$ cat config.mk
export PLATFORM = sky130hd
export DESIGN_NAME = shift_sequencer
export DESIGN_NICKNAME = d
export VERILOG_FILES = /design/src/rtl/shift_seq_pkg.sv /design/src/rtl/shift_sequencer_rr_arbiter2.sv /design/src/rtl/shift_sequencer.sv
export SDC_FILE = /design/constraint.sdc
export NUM_CORES = 1
export LEC_CHECK = 0
export CORE_UTILIZATION = 44
export CTS_BUF_LIST = sky130_fd_sc_hd__clkbuf_8
export DETAILED_ROUTE_END_ITERATION = 7
export PLACE_DENSITY_LB_ADDON = 0.12
export SYNTH_ARGS = -nofsm -noshare
export SYNTH_HDL_FRONTEND = slang
export SYNTH_SLANG_ARGS = --single-unit
$ cat constraint.sdc
create_clock -name clk -period 1.9 [get_ports clk]
set_input_delay 0.475 -clock clk [delete_from_list [all_inputs] [get_ports clk]]
set_output_delay 0.475 -clock clk [all_outputs]
set_load 0.01 [all_outputs]
$ cat src/rtl/shift_seq_pkg.sv
// Shared encodings for the shift sequencer: request codes, shifter commands, FSM states.
package shift_seq_pkg;

    localparam int N_W_DEF     = 5;
    localparam int LUI_AMT_DEF = 16;

    localparam logic [2:0] REQ_SLL  = 3'd0;
    localparam logic [2:0] REQ_SRL  = 3'd1;
    localparam logic [2:0] REQ_SRA  = 3'd2;
    localparam logic [2:0] REQ_PASS = 3'd3;
    localparam logic [2:0] REQ_LUI  = 3'd4;

    localparam logic [2:0] SH_NOP  = 3'b000;
    localparam logic [2:0] SH_LOAD = 3'b001;
    localparam logic [2:0] SH_LEFT = 3'b010;
    localparam logic [2:0] SH_RLOG = 3'b011;
    localparam logic [2:0] SH_RARI = 3'b100;

    typedef enum logic [1:0] {
        ST_IDLE  = 2'd0,
        ST_LOAD  = 2'd1,
        ST_SHIFT = 2'd2,
        ST_DONE  = 2'd3
    } state_t;

    // PASS and the illegal codes map to SH_NOP, which the FSM treats as "skip SHIFT".
    function automatic logic [2:0] op_to_cmd(input logic [2:0] op);
        case (op)
            REQ_SLL: op_to_cmd = SH_LEFT;
            REQ_SRL: op_to_cmd = SH_RLOG;
            REQ_SRA: op_to_cmd = SH_RARI;
            REQ_LUI: op_to_cmd = SH_LEFT;
            default: op_to_cmd = SH_NOP;
        endcase
    endfunction

endpackage

$ cat src/rtl/shift_sequencer_rr_arbiter2.sv
// Two-way round-robin arbiter; on a conflict the requester that did not win last time is granted.
module rr_arbiter2 (
    input  logic clk,
    input  logic reset,
    input  logic valid0,
    input  logic valid1,
    input  logic enable,
    output logic grant0,
    output logic grant1
);

    logic last_grant;

    always_comb begin
        grant0 = enable && valid0 && (!valid1 || last_grant);
        grant1 = enable && valid1 && (!valid0 || !last_grant);
    end

    always_ff @(posedge clk) begin
        if (reset) begin
            last_grant <= 1'b1;
        end else if (grant0) begin
            last_grant <= 1'b0;
        end else if (grant1) begin
            last_grant <= 1'b1;
        end
    end

endmodule

$ cat src/rtl/shift_sequencer.sv
// Sequences the shared shifter through LOAD then SHIFT for two arbitrated requesters.
//   state | meaning
//   IDLE  | waiting; accepts one request per cycle
//   LOAD  | shifter loads operand, src_sel chosen
//   SHIFT | shifter applies latched command and amount
//   DONE  | result valid, done pulse with owner id
module shift_sequencer
    import shift_seq_pkg::*;
#(
    parameter int N_W     = N_W_DEF,
    parameter int LUI_AMT = LUI_AMT_DEF
) (
    input  logic           clk,
    input  logic           reset,
    input  logic           req0_valid,
    input  logic [2:0]     req0_op,
    input  logic [N_W-1:0] req0_shamt,
    output logic           req0_ready,
    input  logic           req1_valid,
    input  logic [2:0]     req1_op,
    input  logic [N_W-1:0] req1_shamt,
    output logic           req1_ready,
    output logic [2:0]     shift_ctrl,
    output logic [N_W-1:0] shift_n,
    output logic           src_sel,
    output logic           busy,
    output logic           done,
    output logic           done_id
);

    state_t         state, state_nxt;
    logic [2:0]     cmd_q, cmd_nxt;
    logic [N_W-1:0] amt_q, amt_nxt;
    logic           skip_q, skip_nxt;
    logic           owner_q, owner_nxt;
    logic [2:0]     ctrl_nxt;
    logic [N_W-1:0] n_nxt;
    logic           src_nxt;
    logic           grant0, grant1;
    logic [2:0]     sel_op;
    logic [N_W-1:0] sel_shamt;
    logic           sel_lui;

    rr_arbiter2 u_arb (
        .clk    (clk),
        .reset  (reset),
        .valid0 (req0_valid),
        .valid1 (req1_valid),
        .enable ((state == ST_IDLE) && !reset),
        .grant0 (grant0),
        .grant1 (grant1)
    );

    assign req0_ready = grant0;
    assign req1_ready = grant1;
    assign busy       = (state != ST_IDLE);
    assign done       = (state == ST_DONE);
    assign done_id    = done & owner_q;

    always_comb begin
        state_nxt = state;
        cmd_nxt   = cmd_q;
        amt_nxt   = amt_q;
        skip_nxt  = skip_q;
        owner_nxt = owner_q;
        ctrl_nxt  = SH_NOP;
        n_nxt     = shift_n;
        src_nxt   = src_sel;
        sel_op    = grant1 ? req1_op : req0_op;
        sel_shamt = grant1 ? req1_shamt : req0_shamt;
        sel_lui   = (sel_op == REQ_LUI);

        case (state)
            ST_IDLE: begin
                if (grant0 || grant1) begin
                    state_nxt = ST_LOAD;
                    ctrl_nxt  = SH_LOAD;
                    src_nxt   = sel_lui;
                    owner_nxt = grant1;
                    cmd_nxt   = op_to_cmd(sel_op);
                    amt_nxt   = sel_lui ? N_W'(LUI_AMT) : sel_shamt;
                    skip_nxt  = (op_to_cmd(sel_op) == SH_NOP) ||
                                (!sel_lui && (sel_shamt == '0));
                end
            end
            ST_LOAD: begin
                if (skip_q) begin
                    state_nxt = ST_DONE;
                end else begin
                    state_nxt = ST_SHIFT;
                    ctrl_nxt  = cmd_q;
                    n_nxt     = amt_q;
                end
            end
            ST_SHIFT: state_nxt = ST_DONE;
            default:  state_nxt = ST_IDLE;
        endcase
    end

    always_ff @(posedge clk) begin
        if (reset) begin
            state      <= ST_IDLE;
            cmd_q      <= SH_NOP;
            amt_q      <= '0;
            skip_q     <= 1'b0;
            owner_q    <= 1'b0;
            shift_ctrl <= SH_NOP;
            shift_n    <= '0;
            src_sel    <= 1'b0;
        end else begin
            state      <= state_nxt;
            cmd_q      <= cmd_nxt;
            amt_q      <= amt_nxt;
            skip_q     <= skip_nxt;
            owner_q    <= owner_nxt;
            shift_ctrl <= ctrl_nxt;
            shift_n    <= n_nxt;
            src_sel    <= src_nxt;
        end
    end

endmodule

==> flow_summary_export.csv <==
group,metric,value,unit
run_status,status,"finished clean",
clock_tree,cts_tree,"yes",
placed_design,place.gp.congestion,0.8134,
final_layout,fin_cells,230,
critical_path,crit_start,"state[0]",
final_layout,multi_input_area,721.9,um^2
global_routing,grt-ovfl-total,0,
clock_tree,numCtsBuffers,3,
clock_tree,root_buffer,"clkbuf_8",
global_routing,antenna_found_initial,0,
pwr,p_leak,0.7201,nW
critical_path,startpoint_type,"register",
final_layout,layout_common_cells,"clkdlybuf4s50_1, buf_4, dfxtp_1",
routing,num_vias,1252,
pwr,p_clk_share,21.4,%
sta,setup_slack,0.05901,ns
placed_design,portBuffers,33,
routing,wirelength,3217,um
pwr,switchingPower,735.6,uW
routing,drt_iter0_drc,25,
final_layout,final_nets,225,
yosys,synth_fp_nets,165,
floorplan,die_area,2866,um^2
critical_path,worstSetupPathType,"reg -> out",
placed_design,post-dp-hpwl,2461,um
yosys,synth_area,1169,um^2
sta,fin_skew,0.005066,ns
critical_path,critPathCaptureType,"output pin",
final_layout,final_common_cell,"clkdlybuf4s50_1",
clock_tree,htreeDepth,1,
routing,ant_nets,0,
global_routing,grt_pass1_wl,5326,um
yosys,synth_edf_count,0,
floorplan,initial_utilization,46.75,%
pwr,power_density,1158,nW/um^2
sta,worstMarginPinSlew,0.4281,ns
sta,hold_viol,0,
final_layout,antenna_cells,0,
sta,setup_viol,0,
sta,layout_min_cycle_time,1.841,ns
final_layout,areaGrowthSynthToFinish,54.82,%
routing,first_pass_iters,4,
clock_tree,clk_pin_slew,0.08,ns
min_path,hold_start,"shift_n[2]",
clock_tree,clock_sinks,22,
clock_tree,cts.path.max_buffers,2,
floorplan,design.core.area,2500,um^2
sta,rsz0062_at_grt,"false",
critical_path,r2r-start,"state[1]",
pwr,swShare,35.12,%
final_layout,drive_gt1_share,23.50,%
yosys,avgSynthCellArea,8.288,um^2
sta,final_max_slew_viol_count,0,
flow_run,max_cap_viol_count,0,
pwr,combPwrFrac,48.3,%
sta,slew_headroom,71.16,%
routing,wl_per_cell,13.99,um
global_routing,grt_usage,25.83,%
critical_path,arrival,1.37,ns
yosys,synth_cells,141,
yosys,synthDistinctLibCells,33,
pwr,p_int,1.359,mW
floorplan,die_w,53.54,um
yosys,ys.warnings.count,0,
yosys,synth-seq-area-share,37.69,%
placed_design,place_ws,-0.5280,ns
sta,fmax,543.2,MHz
critical_path,worstPathRequired,1.42,ns
yosys,async_flop_share,0,%
floorplan,rows,18,
sta,timing.final.crit_share,96.89,%
pwr,pwr-share-seq,30.2,%
yosys,yosys_most_used_dff,"dfxtp_1",
routing,route.detailed.drc,0,
placed_design,dp.cells,225,
final_layout,fillers,214,
global_routing,grt_start_max_net_pins,21,
sta,finalSetupTns,0,ns
routing,viasPerCell,5.443,
final_layout,post-route-util,72.37,%
clock_tree,cts_hold_buf,0,
yosys,ys_ff_latch,22,
min_path,hold_path.class,"reg -> reg",
floorplan,die_height,53.54,um
global_routing,grt_pass1_vias,1239,
sta,holdWs,0.4528,ns
floorplan,pin_count,34,
final_layout,regArea,441.7,um^2
pwr,ir_drop,1011,uV
clock_tree,insertion_delay,0.27,ns
critical_path,path_max_fanout,3,
[layer usage]
metal	track usage, %	vias to the layer above	wire (um)	share of wire [%]
met4	9.211	0	10	0.31
met3	4.237	2	156	4.8
met1	29.69	587	1331	41
met2	47.50	41	1719	53
met5	0	-	0	0
li1	-	622	-	-
[synthesized netlist by cell type (all sizes together), types with 2 or more instances]
library cell	instances	area [um^2]
a21oi	16	80.08
inv	5	18.77
mux2i	2	20.02
and2	2	12.51
ha	4	50.05
nor2	14	52.55
nor3b	4	30.03
o21ai	8	40.04
nand3b	2	15.01
or4	2	15.01
nand2b	3	18.77
clkbuf	2	7.510
nand3	6	30.03
or4b	2	20.02
nor2b	2	12.51
or2	2	12.52
nand2	22	106.4
a31oi	2	12.51
a311oi	4	35.03
buf	2	12.51
a2bb2o	4	40.04
nor3	3	15.01
dfxtp	22	440.4
[path summary, 6_finish.rpt]
| kind | end | slack [ns] | depth (start not counted) |
|---|---|---|---|
| max | done_id | 0.06 | 4 |
| min | shift_n[2] | 0.45 | 2 |
| max reg2reg | cmd_q[2] | 0.07 | 8 |
| min reg2reg | shift_n[2] | 0.45 | 2 |
[power groups by stage]
stage / logic [mW] / clock network (mW) / registers [mW]
after detailed placement: 0.958 / 0 / 0.638
after global placement: 0.927 / 0 / 0.633
after floorplan: 0.495 / 0 / 0.646
after CTS: 0.995 / 0.455 / 0.629
after global routing: 1.13 / 0.471 / 0.649
final: 1.01 / 0.449 / 0.633
[registers in the layout, summed over array words and instances, names as in the netlist]
register,cells
shift_ctrl,3
skip_q,1
amt_q,5
u_arb.last_grant,1
src_sel,1
owner_q,1
state,2
shift_n,5
cmd_q,3
[cell families after synthesis]
| family | share of synthesized area [%] |
|---|---|
| buffers and inverters | 3.319 |
| DFF | 37.69 |
| muxes | 1.713 |
| AOI/OAI and AO/OA | 22.27 |
| and+or+nand+nor | 30.73 |
| adders and majority gates | 4.283 |
[worst max-delay path: stages, from the launching register on]
cell,delay [ns]
dfxtp_2,0.33
buf_4,0.14
ha_2,0.20
and2_1,0.16
dlygate4sd2_1,0.28
[final cells by class]
| class | count | share of cell area (%) |
|---|---|---|
| timing repair buffer | 59 | 28.63 |
| sequential | 22 | 24.41 |
| clock buffer | 3 | 2.282 |
| clock inverter | 1 | 1.660 |
| tap | 30 | 2.075 |
| multi-input combinational | 110 | 39.90 |
| inverter | 5 | 1.037 |
[what timing repair did]
action,4_1_cts,5_1_grt
setup buffers,1,0
endpoints found under the setup margin,13,9
hold endpoints to repair,0,0
resized for setup,17,10
pin swaps,3,1
[metrics by stage]
stage / cell area (um^2) / power (mW)
5_1_grt: 1809 / 2.248
4_1_cts: 1800 / 2.079
2_1_floorplan: 1169 / 1.141
6_report: 1809 / 2.094
3_3_place_gp: 1704 / 1.560
3_5_place_dp: 1704 / 1.597
Power figures use the tool's default switching activity.
